<file path="src/rtl/mem_pkg.sv">
// rtl/mem_pkg.sv - shared widths and FSM state type for the mem_resp responder
package mem_pkg;
  localparam int DefAddrWidth = 5;
  localparam int DefDataWidth = 8;
  localparam int CntWidth     = 16;

  typedef enum logic {SCRUB, RUN} state_e;
endpackage

</file>
<file path="src/rtl/mem_array.sv">
// rtl/mem_array.sv - single write port storage with a registered read port
module mem_array #(
  parameter int AddrWidth = 5,
  parameter int DataWidth = 8
) (
  input  logic                 clk,
  input  logic                 rst_n,
  input  logic                 we,
  input  logic [AddrWidth-1:0] waddr,
  input  logic [DataWidth-1:0] wdata,
  input  logic                 re,
  input  logic [AddrWidth-1:0] raddr,
  output logic [DataWidth-1:0] rdata
);
  logic [DataWidth-1:0] mem [0:(1<<AddrWidth)-1];

  // Storage has no reset; the owner clears it by scrubbing.
  always_ff @(posedge clk) begin
    if (we) mem[waddr] <= wdata;
  end

  always_ff @(posedge clk or negedge rst_n) begin
    if (!rst_n)  rdata <= '0;
    else if (re) rdata <= mem[raddr];
  end
endmodule

</file>
<file path="src/rtl/mem_resp.sv">
// rtl/mem_resp.sv - scrubbing memory responder; MEM_RESP_STATS_EN adds rd_cnt/wr_cnt
module mem_resp
  import mem_pkg::*;
#(
  parameter int AddrWidth = DefAddrWidth,
  parameter int DataWidth = DefDataWidth
) (
  input  logic                 clk,
  input  logic                 rst_n,
  input  logic [AddrWidth-1:0] addr,
  input  logic [DataWidth-1:0] data_in,
  input  logic                 read,
  input  logic                 write,
  output logic [DataWidth-1:0] data_out,
  output logic                 ready,
  output logic                 err
`ifdef MEM_RESP_STATS_EN
  ,
  output logic [CntWidth-1:0]  rd_cnt,
  output logic [CntWidth-1:0]  wr_cnt
`endif
);
  state_e               state;
  logic [AddrWidth-1:0] ptr;
  logic                 in_scrub;
  logic                 rd_acc;
  logic                 wr_acc;
  logic                 we;
  logic [AddrWidth-1:0] waddr;
  logic [DataWidth-1:0] wdata;

  assign in_scrub = (state == SCRUB);
  assign rd_acc   = !in_scrub && read && !write;
  assign wr_acc   = !in_scrub && write && !read;

  // During scrub the array write port belongs to the pointer, not the initiator.
  assign we    = in_scrub || wr_acc;
  assign waddr = in_scrub ? ptr : addr;
  assign wdata = in_scrub ? '0 : data_in;

  always_ff @(posedge clk or negedge rst_n) begin
    if (!rst_n) begin
      state <= SCRUB;
      ptr   <= '0;
      ready <= 1'b0;
      err   <= 1'b0;
    end else begin
      err <= in_scrub ? (read || write) : (read && write);
      case (state)
        SCRUB: begin
          if (&ptr) begin
            state <= RUN;
            ready <= 1'b1;
          end else begin
            ptr <= ptr + AddrWidth'(1);
          end
        end
        RUN: ready <= 1'b1;
        default: state <= SCRUB;
      endcase
    end
  end

  mem_array #(
    .AddrWidth(AddrWidth),
    .DataWidth(DataWidth)
  ) u_array (
    .clk  (clk),
    .rst_n(rst_n),
    .we   (we),
    .waddr(waddr),
    .wdata(wdata),
    .re   (rd_acc),
    .raddr(addr),
    .rdata(data_out)
  );

`ifdef MEM_RESP_STATS_EN
  always_ff @(posedge clk or negedge rst_n) begin
    if (!rst_n) begin
      rd_cnt <= '0;
      wr_cnt <= '0;
    end else begin
      if (rd_acc && rd_cnt != '1) rd_cnt <= rd_cnt + CntWidth'(1);
      if (wr_acc && wr_cnt != '1) wr_cnt <= wr_cnt + CntWidth'(1);
    end
  end
`endif
endmodule

</file>
<file path="config.mk">
export PLATFORM = sky130hd
export DESIGN_NAME = mem_resp
export DESIGN_NICKNAME = d
export VERILOG_FILES = /design/src/rtl/mem_pkg.sv /design/src/rtl/mem_array.sv /design/src/rtl/mem_resp.sv
export SDC_FILE = /design/constraint.sdc
export NUM_CORES = 1
export LEC_CHECK = 0
export CORE_MARGIN = 1
export CORE_UTILIZATION = 46
export DETAILED_ROUTE_END_ITERATION = 7
export SYNTH_ARGS = -nofsm -noshare
export SYNTH_HDL_FRONTEND = slang
export SYNTH_SLANG_ARGS = --single-unit
</file>
<file path="constraint.sdc">
create_clock -name clk -period 2.8 [get_ports clk]
set_input_delay 0.28 -clock clk [delete_from_list [all_inputs] [get_ports clk]]
set_output_delay 0.28 -clock clk [all_outputs]
set_load 0.05 [all_outputs]
</file>
**Word-level counts from Yosys, hierarchy flattened**

Memory sizes are Yosys's and may differ from the RTL's. A register that Yosys moved wholly into a read port is not among the register bits.
Cells that the tools add are included.

- Flip-flop bits (word level): 8
- Bits in latches: 0
- Memory bits (writable): 256
- ROM bits: 0
- Bits of input ports: 17
- Logic and storage cells: 30
- Memories kept: 1

Memories:

| name | depth | width | read ports | clocked after Yosys merged registers in | wr ports | line | RTL |
|---|---|---|---|---|---|---|---|
| u_array.mem | 32 | 8 | 1 | 1 | 1 | mem_array.sv:15 | `logic [DataWidth-1:0] mem [0:(1<<AddrWidth)-1];` |

- $add $sub $neg: 1
- Multipliers: 0
- Div/mod/pow operators: 0
- $lt $le $gt $ge: 0
- Equal/unequal tests: 1
- Shift operators: 0
- Mux-type cells: 9
- Bitwise operators: 2
- Reductions and logical operators: 12

Operators with widths:

| cell | count |
|---|---|
| $mux W8 | 1 |
| $mux W1 | 6 |
| $add A5 B1 Y5 const B | 1 |
| $logic_and A1 B1 Y1 | 5 |
| $mux W5 | 1 |
| $reduce_and A5 Y1 | 1 |
| $logic_not A1 Y1 | 3 |
| $logic_or A1 B1 Y1 | 2 |
| $ne A2 B1 Y1 const B | 1 |
| $not A1 Y1 | 2 |
| $pmux W1 S2 | 1 |
| $reduce_and A2 Y1 | 1 |

**Depth between registers and ports, before layout**

Gate-level depths: netlist of run 1.

- Depth after elaboration: 5
- Depth in mapped cells: 8
- Gate-level depth less buffers: 6

**By module**

From an unflattened synthesis of run 1, not the netlist that was laid out.

- Cell total of the unflattened synthesis: 633
- Area total of the unflattened synthesis: 10,898.0 µm²

Modules (own cells, without submodules):

| module | instances | cells an instance | area each (µm²) | seq. area each (µm²) |
|---|---|---|---|---|
| mem_array | 1 | 591 | 10,421.2 | 7,887.6 |
| mem_resp | 1 | 42 | 476.7 | 200.2 |

**Worst setup path after synthesis of run 1**

OpenSTA, ideal clock, no wires.

- Kind: input -> register
- From: input port addr[0]
- To: memory u_array.mem[0][0], enable pin
- Setup time: 0.370 ns
- Arrival: 1.752 ns
- Path slack: 0.678 ns
- Stages: 6
- Cells stage by stage: buf_4 > buf_6 > or4b_1 > o21ai_0 > nand2_1 > nor2_1

- Cells in the longest elaborated chain, start to end: 1

RTL lines:

| item | line | RTL |
|---|---|---|
| from (decl) | mem_resp.sv:10 | `input logic [AddrWidth-1:0] addr,` |
| $mux W5 | mem_resp.sv:38 | `assign waddr = in_scrub ? ptr : addr;` |
| to (decl) | mem_array.sv:15 |  |

Every way passes these cells.

**Final worst setup path of run 1**

- From: register state
- To: memory u_array.mem[18][7], enable pin

- Cells in the longest elaborated chain, start to end: 5

RTL lines:

| item | line | RTL |
|---|---|---|
| from (decl) | mem_resp.sv:23 | `state_e state;` |
| from (signal assigned) | mem_resp.sv:43 | `state <= SCRUB;` |
| from (signal assigned) | mem_resp.sv:52 | `state <= RUN;` |
| from (signal assigned) | mem_resp.sv:59 | `default: state <= SCRUB;` |
| $logic_and A1 B1 Y1 (2 in a row) | mem_resp.sv:34 | `assign wr_acc = !in_scrub && write && !read;` |
| $logic_or A1 B1 Y1 | mem_resp.sv:37 | `assign we = in_scrub \|\| wr_acc;` |
| $mux W1 | mem_array.sv:19 | `if (we) mem[waddr] <= wdata;` |
| $mux W1 (not written as such) | mem_array.sv:19 |  |

Parallel ways exist; a longest one is shown, timed or not.

==> results of run 1 <==
-- per-stage QoR --
| stage | instances | power (W) |
|---|---|---|
| 2_1_floorplan | 632 | 0.004929 |
| 3_3_place_gp | 995 | 0.005138 |
| 3_5_place_dp | 995 | 0.005146 |
| 4_1_cts | 1041 | 0.008605 |
| 5_1_grt | 1041 | 0.008798 |
| 6_report | 1041 | 0.008541 |
-- report_power, final --
part           leakage, nW  internal (W)  switching (W)
logic                 1.56      0.000197       0.000373
clock network        0.418       0.00205        0.00143
registers             2.47       0.00447      0.0000164
-- sequential cells by signal, summed over array words and instances, names as in the netlist --
name           cells
u_array.rdata      8
u_array.mem      256
state              1
ready              1
ptr                5
err                1
-- cells by family (layout without fill, tap and decap cells) --
logic type,Yosys count,count (layout),synth area share (%)
multiplexers,133,133,12.23
buffers and inverters,38,128,2.384
AND/OR/NAND/NOR,80,80,3.324
adder cells (fa/ha/maj),3,3,0.3209
flip-flops,272,272,74.09
XOR/XNOR,3,3,0.2408
AO/OA/AOI/OAI,103,103,7.405
-- metal layers --
metal / up-vias / wire length, µm / global-route usage, %
met5: - / 0 / 0
met4: 0 / 616 / 5.882
met3: 44 / 1308 / 3.583
met2: 164 / 12230 / 35.84
met1: 2902 / 10600 / 27.81
li1: 2654 / - / -
-- worst paths after layout --
| check | startpoint | endpoint | slack, ns |
|---|---|---|---|
| max | state$_DFF_PN0_ | u_array.mem[18][7]$_DFFE_PP_ | 0.55 |
| min | rst_n | err$_DFF_PN0_ | 0.24 |
| max reg2reg | state$_DFF_PN0_ | u_array.mem[18][7]$_DFFE_PP_ | 0.55 |
| min reg2reg | ready$_DFFE_PN0P_ | ready$_DFFE_PN0P_ | 0.48 |
| max in group asynchronous | rst_n | ptr[4]$_DFFE_PN0P_ | 2.02 |
| min in group clk | ready$_DFFE_PN0P_ | ready$_DFFE_PN0P_ | 0.48 |
-- cell type report --
class	count	area, µm²
clock inverters	12	107.6
fillers	1909	10780
flip-flops and latches	272	8088
repair buffers	78	689.4
clock buffers	34	744.5
multi-input cells	322	2575
inverters	4	15.01
well taps	319	399.1
-- cells in the final DEF, fill, tap and decap left out, drive strengths merged, types with 2 or more instances in the layout --
master / instances
nand2b: 2
bufinv: 2
ha: 2
mux2: 3
dfrtp: 16
clkdlybuf4s50: 25
nor2b: 2
buf: 53
nand2: 24
nor2: 34
a22o: 16
edfxtp: 256
a221oi: 16
o21ai: 5
o41ai: 8
clkbuf: 34
a22oi: 32
clkinv: 9
or3: 3
a21oi: 16
xnor2: 3
and2: 9
o22ai: 10
mux2i: 130
inv: 4
-- worst register-to-register path: cells and delay by family (launching register included) --
kind	cells	cell delay, ns
simple gates	3	1.16
flops	1	0.34
buf+inv	2	0.33
compound gates	1	0.13
==> qor.txt, run 1 <==
Status - finished clean
Hold/Removal Path Class - primary input to asynchronous set/reset pin
CP max-delay cell - or4b_1
RSZ-0062 raised after global routing - no
Worst Hold Slack - 0.2437 ns
Most frequent cells after synthesis - edfxtp_1 (256), mux2i_1 (130), nor2_1 (34), a22oi_1 (32), nand2_1 (24)
Share of cells above drive strength 1 - 14.40%
Total Routed Length - 24760 µm
Buf/Inv on CP - 2
Core area - 0.02340 mm²
Critical path type - flop to flop
Max Cap Viol - 0
Initial Util - 46.64%
Drt via density - 5.537
Synth Flop Type - edfxtp_1
Share of the synthesized area in the top cell type - 70.43%
Root buf cell - clkbuf_16
Cts-stage hold buffer count - 0
Worst R2R Path Depth - 6
NumNets Final - 725
TritonRoute pass-1 iters - 5
Final setup vio count - 0
Number of flops mapped to enable cells by yosys - 256
Max-slew violations - 0
Die X - 156.0 µm
Post-Syn Area per Cell - 17.27 µm²
Post-DRT Antenna Nets - 0
Port-buffer cells - 26
CP peak stage delay - 0.52 ns
Post-cts resize count - 0
WP depth - 6
Pwr dens - 676.8 mW/mm²
Count leader, synth - edfxtp_1
H-tree level count - 1
Async set or reset register ratio after synthesis - 5.882%
Initial antenna violation count - 0
Clock Sinks - 272
Clock buffer depth - 3
Vias in the first global route - 5997
CP Max Fanout - 8
Wire length of the first global-routing pass - 37100 µm
Reg clk slew, reported paths - 0.06 ns
Initial DRC Count - 454
Crit path cell chain - inv_1 -> or4b_1 -> o21ai_0 -> nand2_1 -> nor2_1 -> buf_4
Critical Path AT - 2.48 ns
Tcrit/Tclk final - 80.25%
Worst path top cell family by delay - simple AND/OR/NAND/NOR gates
Gr usage total - 21.05%
Placed cell area - 0.01177 mm²
CTS tree - built
Largest net degree at the start of global routing - 40
Gate Count Post-Synth - 632
Num rows - 56
Grt ovf - 0
Final instance area - 0.01262 mm²
Lkg Pwr - 4.449 nW
Synth area leaders - edfxtp_1 (70%), mux2i_1 (12%), dfrtp_1 (3.7%), a22oi_1 (2.2%), a22o_1 (1.3%)
Setup WS post-layout - 0.5529 ns
Skew-Pair Late Insertion Delay - 0.53 ns
Clk_skew - 0.009494 ns
Cell taking the most area after synthesis - edfxtp_1
Setup Total Neg Slack - 0 ns
Seq cells post-synth - 272
Half-perimeter wire length after placement - 15290 µm
Synthesized cell area - 0.01092 mm²
Layout Utilization - 53.92%
Post-CTS Setup Inserts - 0
Die Height - 156.0 µm
Worst VDD drop - 0.5062 mV
WL/cell - 23.78 µm
Synth warn - 0
Peak Freq - 445.0 MHz
Worst slew pin tran - 0.8655 ns
Pre-CTS WS - 0.1347 ns
Final Hold Viols - 0
Sequential share of the synthesized area - 74.09%
Area Growth Syn to Fin - 15.60%
Min Tclk post-route - 2.247 ns
Critical Path Source Type - flop
Critical Path RT - 3.03 ns
Post-synthesis cell type count - 35
Synthesized Nets - 651
IO Count - 27
Vias - 5764
Die ar. - 0.02435 mm²
Num CTS Buffers - 28
RePlAce Congestion - 0.8194
Antenna Cells - 0
Post-route DRC - 0
Worst slew margin - 42.12%
Critical path capture point type - flop
(Power assumes the default switching activity.)
==> inputs of run 2 (changes only) <==
==> constraint.sdc (replaced) <==
create_clock -name clk -period 2.3 [get_ports clk]
set_input_delay 0.23 -clock clk [delete_from_list [all_inputs] [get_ports clk]]
set_output_delay 0.23 -clock clk [all_outputs]
set_load 0.05 [all_outputs]
==> run 2 against run 1 <==
- core utilization rose by 1.0 points
- clock power increased by 30%
- sequential power rose by 22%
- global-route usage fell by 0.10 points
- non-clock buffer count grew 18
- die area is the same
- first-iteration DRC count increased by 9.0%
- critical path depth fell by 5
- combinational power grew 26%
- register-to-register slack worse by 0.21 ns
- sequential share of layout area down 1.2 points
- largest power group unchanged
==> qor.txt, run 2 (same netlist as run 1, synthesis figures left out) <==
Crit path cell chain - clkdlybuf4s50_1
Port-buffer cells - 26
Max FFs per register - 256
Most frequent cells in the layout - edfxtp_1 (256), mux2i_1 (130), buf_4 (65)
Max-slew violations - 0
Clock Sinks - 272
CTS tree - built
Most common cell after layout, fill and taps aside - edfxtp_1
Worst path top cell family by delay - buffers and inverters
Buf/Inv on CP - 1
WL/cell - 23.14 µm
Wire length of the first global-routing pass - 36880 µm
Num rows - 56
Reg clk slew, reported paths - 0.06 ns
IO Count - 27
Layout Utilization - 54.97%
Final instance area - 0.01286 mm²
Vias in the first global route - 6065
Area Growth Syn to Fin - 17.85%
Num CTS Buffers - 28
Post-CTS Setup Inserts - 0
Critical Path AT - 1.79 ns
Lkg Pwr - 4.573 nW
TritonRoute pass-1 iters - 5
Initial Util - 46.64%
Gr usage total - 20.95%
RePlAce Congestion - 0.8076
Worst slew pin tran - 0.8809 ns
Pwr dens - 833.4 mW/mm²
Worst Hold Slack - 0.1994 ns
Critical Path Source Type - flop
Core area - 0.02340 mm²
CP Max Fanout - 2
Peak Freq - 493.9 MHz
Max Cap Viol - 0
Vias - 5862
Root buf cell - clkbuf_16
Die Height - 156.0 µm
Hold/Removal Path Class - primary input to asynchronous set/reset pin
Initial DRC Count - 495
Final setup vio count - 0
Setup WS post-layout - 0.2753 ns
Largest registers - u_array.mem x256, u_array.rdata x8, ptr x5
Initial antenna violation count - 0
Half-perimeter wire length after placement - 15730 µm
Post-cts resize count - 0
Clock buffer depth - 3
FF/Latch Area - 0.008088 mm²
Clk_skew - 0.007439 ns
Min Tclk post-route - 2.025 ns
Share of cells above drive strength 1 - 16.24%
Skew-Pair Late Insertion Delay - 0.53 ns
CP peak stage delay - 0.83 ns
Critical path type - flop to output port
Die X - 156.0 µm
Final Hold Viols - 0
Worst VDD drop - 0.6795 mV
Cts-stage hold buffer count - 0
Fillers - 1899
NumNets Final - 743
Post-DRT Antenna Nets - 0
Largest net degree at the start of global routing - 33
RSZ-0062 raised after global routing - no
Grt ovf - 0
H-tree level count - 1
Total Routed Length - 24650 µm
Critical Path RT - 2.07 ns
Die ar. - 0.02435 mm²
Top reg by flops - u_array.mem
Status - finished clean
Multi-input gate area - 0.002575 mm²
Post-route DRC - 0
Pre-CTS WS - -0.1415 ns
CP max-delay cell - clkdlybuf4s50_1
Drt via density - 5.504
Critical path capture point type - output port
Placed cell area - 0.01193 mm²
Tcrit/Tclk final - 88.03%
Worst slew margin - 41.09%
run 2: cell types whose count changed in the layout (fill, tap and decap cells not counted):
cell	change
diode_2	+1
buf_12	+2
buf_4	+16
clkbuf_1	+6
clkinvlp_4	-1
clkbuf_8	+2
clkinv_2	-4
bufinv_16	+2
run 2: final cells by class:
| type | count | share of cell area (%) |
|---|---|---|
| Sequential cell | 272 | 62.87 |
| Multi-Input combinational cell | 322 | 20.02 |
| Timing Repair Buffer | 96 | 6.604 |
| Clock buffer | 42 | 6.176 |
| Tap cell | 319 | 3.103 |
| Clock inverter | 9 | 1.089 |
| Inverter | 4 | 0.1167 |
| Antenna cell | 1 | 0.01945 |
run 2: where the power goes:
| group | switching [W] | internal [W] |
|---|---|---|
| logic | 0.000457 | 0.000259 |
| clock network | 0.00173 | 0.00281 |
| registers | 0.0000187 | 0.00545 |
| total | 0.00220 | 0.00852 |
run 2: per-layer routing:
layer | wire length [µm] | global-route usage, %
met5 | 0 | 0
met4 | 626 | 5.649
met3 | 1299 | 4.306
met2 | 12430 | 36.46
met1 | 10290 | 26.56
run 2: path summary, 6_finish.rpt:
path	from	endpoint	slack, ns	depth (start not counted)
max reg2reg	state$_DFF_PN0_	u_array.mem[8][6]$_DFFE_PP_	0.34	7
min reg2reg	u_array.rdata[3]$_DFFE_PN0P_	u_array.rdata[3]$_DFFE_PN0P_	0.49	2
max in group asynchronous	rst_n	u_array.rdata[4]$_DFFE_PN0P_	1.55	1
min in group clk	write	err$_DFF_PN0_	0.43	2
max	u_array.rdata[7]$_DFFE_PN0P_	data_out[7]	0.28	1
min	rst_n	ready$_DFFE_PN0P_	0.20	1
run 2: metrics by stage:
| step | setup TNS, ns | total power [W] | cells |
|---|---|---|---|
| after floorplan | 0 | 0.006001 | 632 |
| after global placement | -0.1128 | 0.006275 | 1013 |
| after detailed placement | -0.4217 | 0.006284 | 1013 |
| after CTS | 0 | 0.01081 | 1064 |
| after global routing | 0 | 0.01103 | 1064 |
| final | 0 | 0.01072 | 1065 |
==> inputs of run 3 (changes only) <==
--- a/config.mk
+++ b/config.mk
@@ -5,6 +5,7 @@
 export SDC_FILE = /design/constraint.sdc
 export NUM_CORES = 1
 export LEC_CHECK = 0
+export CAP_MARGIN = 40
 export CORE_MARGIN = 1
 export CORE_UTILIZATION = 46
 export DETAILED_ROUTE_END_ITERATION = 7
==> run 3 against run 2 <==
- register-to-register slack about the same
- first-iteration DRC count shrank 8.7%
- count of clock-buffer cells in the layout decreased by 3
- non-clock buffer count rose by 1
- clock skew increased by 0.0072 ns
- global-route usage barely moved
- sequential share of layout area hardly changed
- core utilization barely moved
- maximum frequency up 1.7%
- sequential power hardly changed
- final area is essentially flat
- highest routed layer unchanged
==> qor.txt, run 3 (same netlist as run 1, synthesis figures left out) <==
Status - finished clean
Peak Freq - 502.2 MHz
Switching share of power - 21.09%
Critical Path RT - 2.07 ns
WL/cell - 23.16 µm
Post-cts resize count - 0
Fillers - 1927
Int Pwr - 0.008387 W
Worst slew margin - 62.53%
Top reg by flops - u_array.mem
NumNets Final - 744
CP max-delay cell - clkdlybuf4s50_1
Largest registers - u_array.mem x256, u_array.rdata x8, ptr x5
Initial antenna violation count - 0
Layout Utilization - 54.97%
Max Cap Viol - 0
Half-perimeter wire length after placement - 15850 µm
Pwr dens - 826.2 mW/mm²
FF/Latch Area - 0.008088 mm²
Worst VDD drop - 0.6256 mV
Sequential Power Share - 51.4%
Worst path top cell family by delay - buffers and inverters
Tcrit/Tclk final - 86.58%
Grt ovf - 0
Num CTS Buffers - 28
Total Routed Length - 24670 µm
Multi-input gate area - 0.002575 mm²
Worst slew pin tran - 0.5596 ns
Vias in the first global route - 6039
CTS tree - built
RR Endpoint - u_array.mem[8][1]$_DFFE_PP_
Die Height - 156.0 µm
Share of cells above drive strength 1 - 16.89%
Buf/Inv on CP - 1
Core area - 0.02340 mm²
Critical path capture point type - output port
Final setup vio count - 0
Reg2Reg Setup Slack - 0.35 ns
Most frequent cells in the layout - edfxtp_1 (256), mux2i_1 (130), buf_4 (65)
Skew-Pair Late Insertion Delay - 0.53 ns
Worst Hold Slack - 0.02361 ns
Clock power share - 41.8%
Wire length of the first global-routing pass - 36890 µm
Clk_skew - 0.01466 ns
Cts-stage hold buffer count - 0
Num rows - 56
Antenna Cells - 0
Worst R2R Path Depth - 7
Gr usage total - 20.98%
Initial Util - 46.64%
RSZ-0062 raised after global routing - no
RePlAce Congestion - 0.8076
Post-DRT Antenna Nets - 0
Largest net degree at the start of global routing - 33
Reg clk slew, reported paths - 0.06 ns
Final Hold Viols - 0
H-tree level count - 1
Lkg Pwr - 4.575 nW
Logic pwr share - 6.8%
Post-CTS Setup Inserts - 0
Max-slew violations - 0
Crit path cell chain - clkdlybuf4s50_1
Die X - 156.0 µm
Vias - 5884
Initial DRC Count - 452
Post-route DRC - 0
Drt via density - 5.525
Clock Sinks - 272
CP peak stage delay - 0.83 ns
Clock buffer depth - 3
Critical path type - flop to output port
TritonRoute pass-1 iters - 5
Max FFs per register - 256
Reg-to-reg startpoint - state$_DFF_PN0_
Most common cell after layout, fill and taps aside - edfxtp_1
Min Tclk post-route - 1.991 ns
IO Count - 27
Port-buffer cells - 26
Die ar. - 0.02435 mm²
Root buf cell - clkbuf_16
Hold/Removal Path Class - primary input to asynchronous set/reset pin
Switching power - 0.002242 W
CP Max Fanout - 2
Area Growth Syn to Fin - 17.86%
Critical Path Source Type - flop
Critical Path AT - 1.76 ns
==> run 3: worst max-delay path by stage <==
| stage | start | endpoint | slack (ns) | cells after the start |
|---|---|---|---|---|
| 2_1_floorplan | addr[0] | u_array.mem[0][0]$_DFFE_PP_ | 0.23 | 6 |
| 3_3_place_gp | addr[1] | u_array.rdata[5]$_DFFE_PN0P_ | -0.11 | 8 |
| 3_5_place_dp | addr[2] | u_array.rdata[5]$_DFFE_PN0P_ | -0.16 | 7 |
| 4_1_cts | u_array.rdata[7]$_DFFE_PN0P_ | data_out[7] | 0.31 | 1 |
| 5_1_grt | state$_DFF_PN0_ | u_array.mem[8][1]$_DFFE_PP_ | 0.25 | 7 |
| 6_report | u_array.rdata[7]$_DFFE_PN0P_ | data_out[7] | 0.31 | 1 |
==> run 3: cell type report <==
type,instances,area share (%)
well taps,319,3.103
inverters,4,0.1167
clock buffers,39,6.331
flip-flops and latches,272,62.87
multi-input cells,322,20.02
clock inverters,12,0.8461
repair buffers,97,6.721
==> run 3: worst register-to-register path, cell delays in order (launching register included) <==
cell,delay (ns)
dfrtp_1,0.37
inv_1,0.06
or4b_1,0.49
o21ai_0,0.13
nand2_1,0.14
buf_4,0.18
nor2_1,0.11
buf_4,0.18
==> run 3: power by group through the flow <==
stage	combinational, W	clock [W]	sequential (W)
final	0.000718	0.00445	0.00546
after global routing	0.000761	0.00469	0.00546
after CTS	0.000722	0.00453	0.00546
after detailed placement	0.000720	0	0.00557
after global placement	0.000709	0	0.00557
after floorplan	0.000354	0	0.00565
==> run 3: per-stage QoR <==
step | std cells | setup TNS [ns] | area [µm²] | total power, W | worst slack, ns
final | 1065 | 0 | 12860 | 0.01063 | 0.3087
after global routing | 1065 | 0 | 12860 | 0.01092 | 0.2538
after CTS | 1065 | 0 | 12860 | 0.01072 | 0.3073
after detailed placement | 1014 | -0.3756 | 11940 | 0.006287 | -0.1601
after global placement | 1013 | -0.1128 | 11930 | 0.006275 | -0.1102
after floorplan | 632 | 0 | 10920 | 0.006001 | 0.2280
==> run 3: per-layer routing <==
layer,vias up,part of all wire (%),global-route usage [%]
met5,-,0,0
met4,0,2.6,6.303
met3,38,5.1,3.611
met2,164,50,36.16
met1,2983,42,27.11
li1,2699,-,-
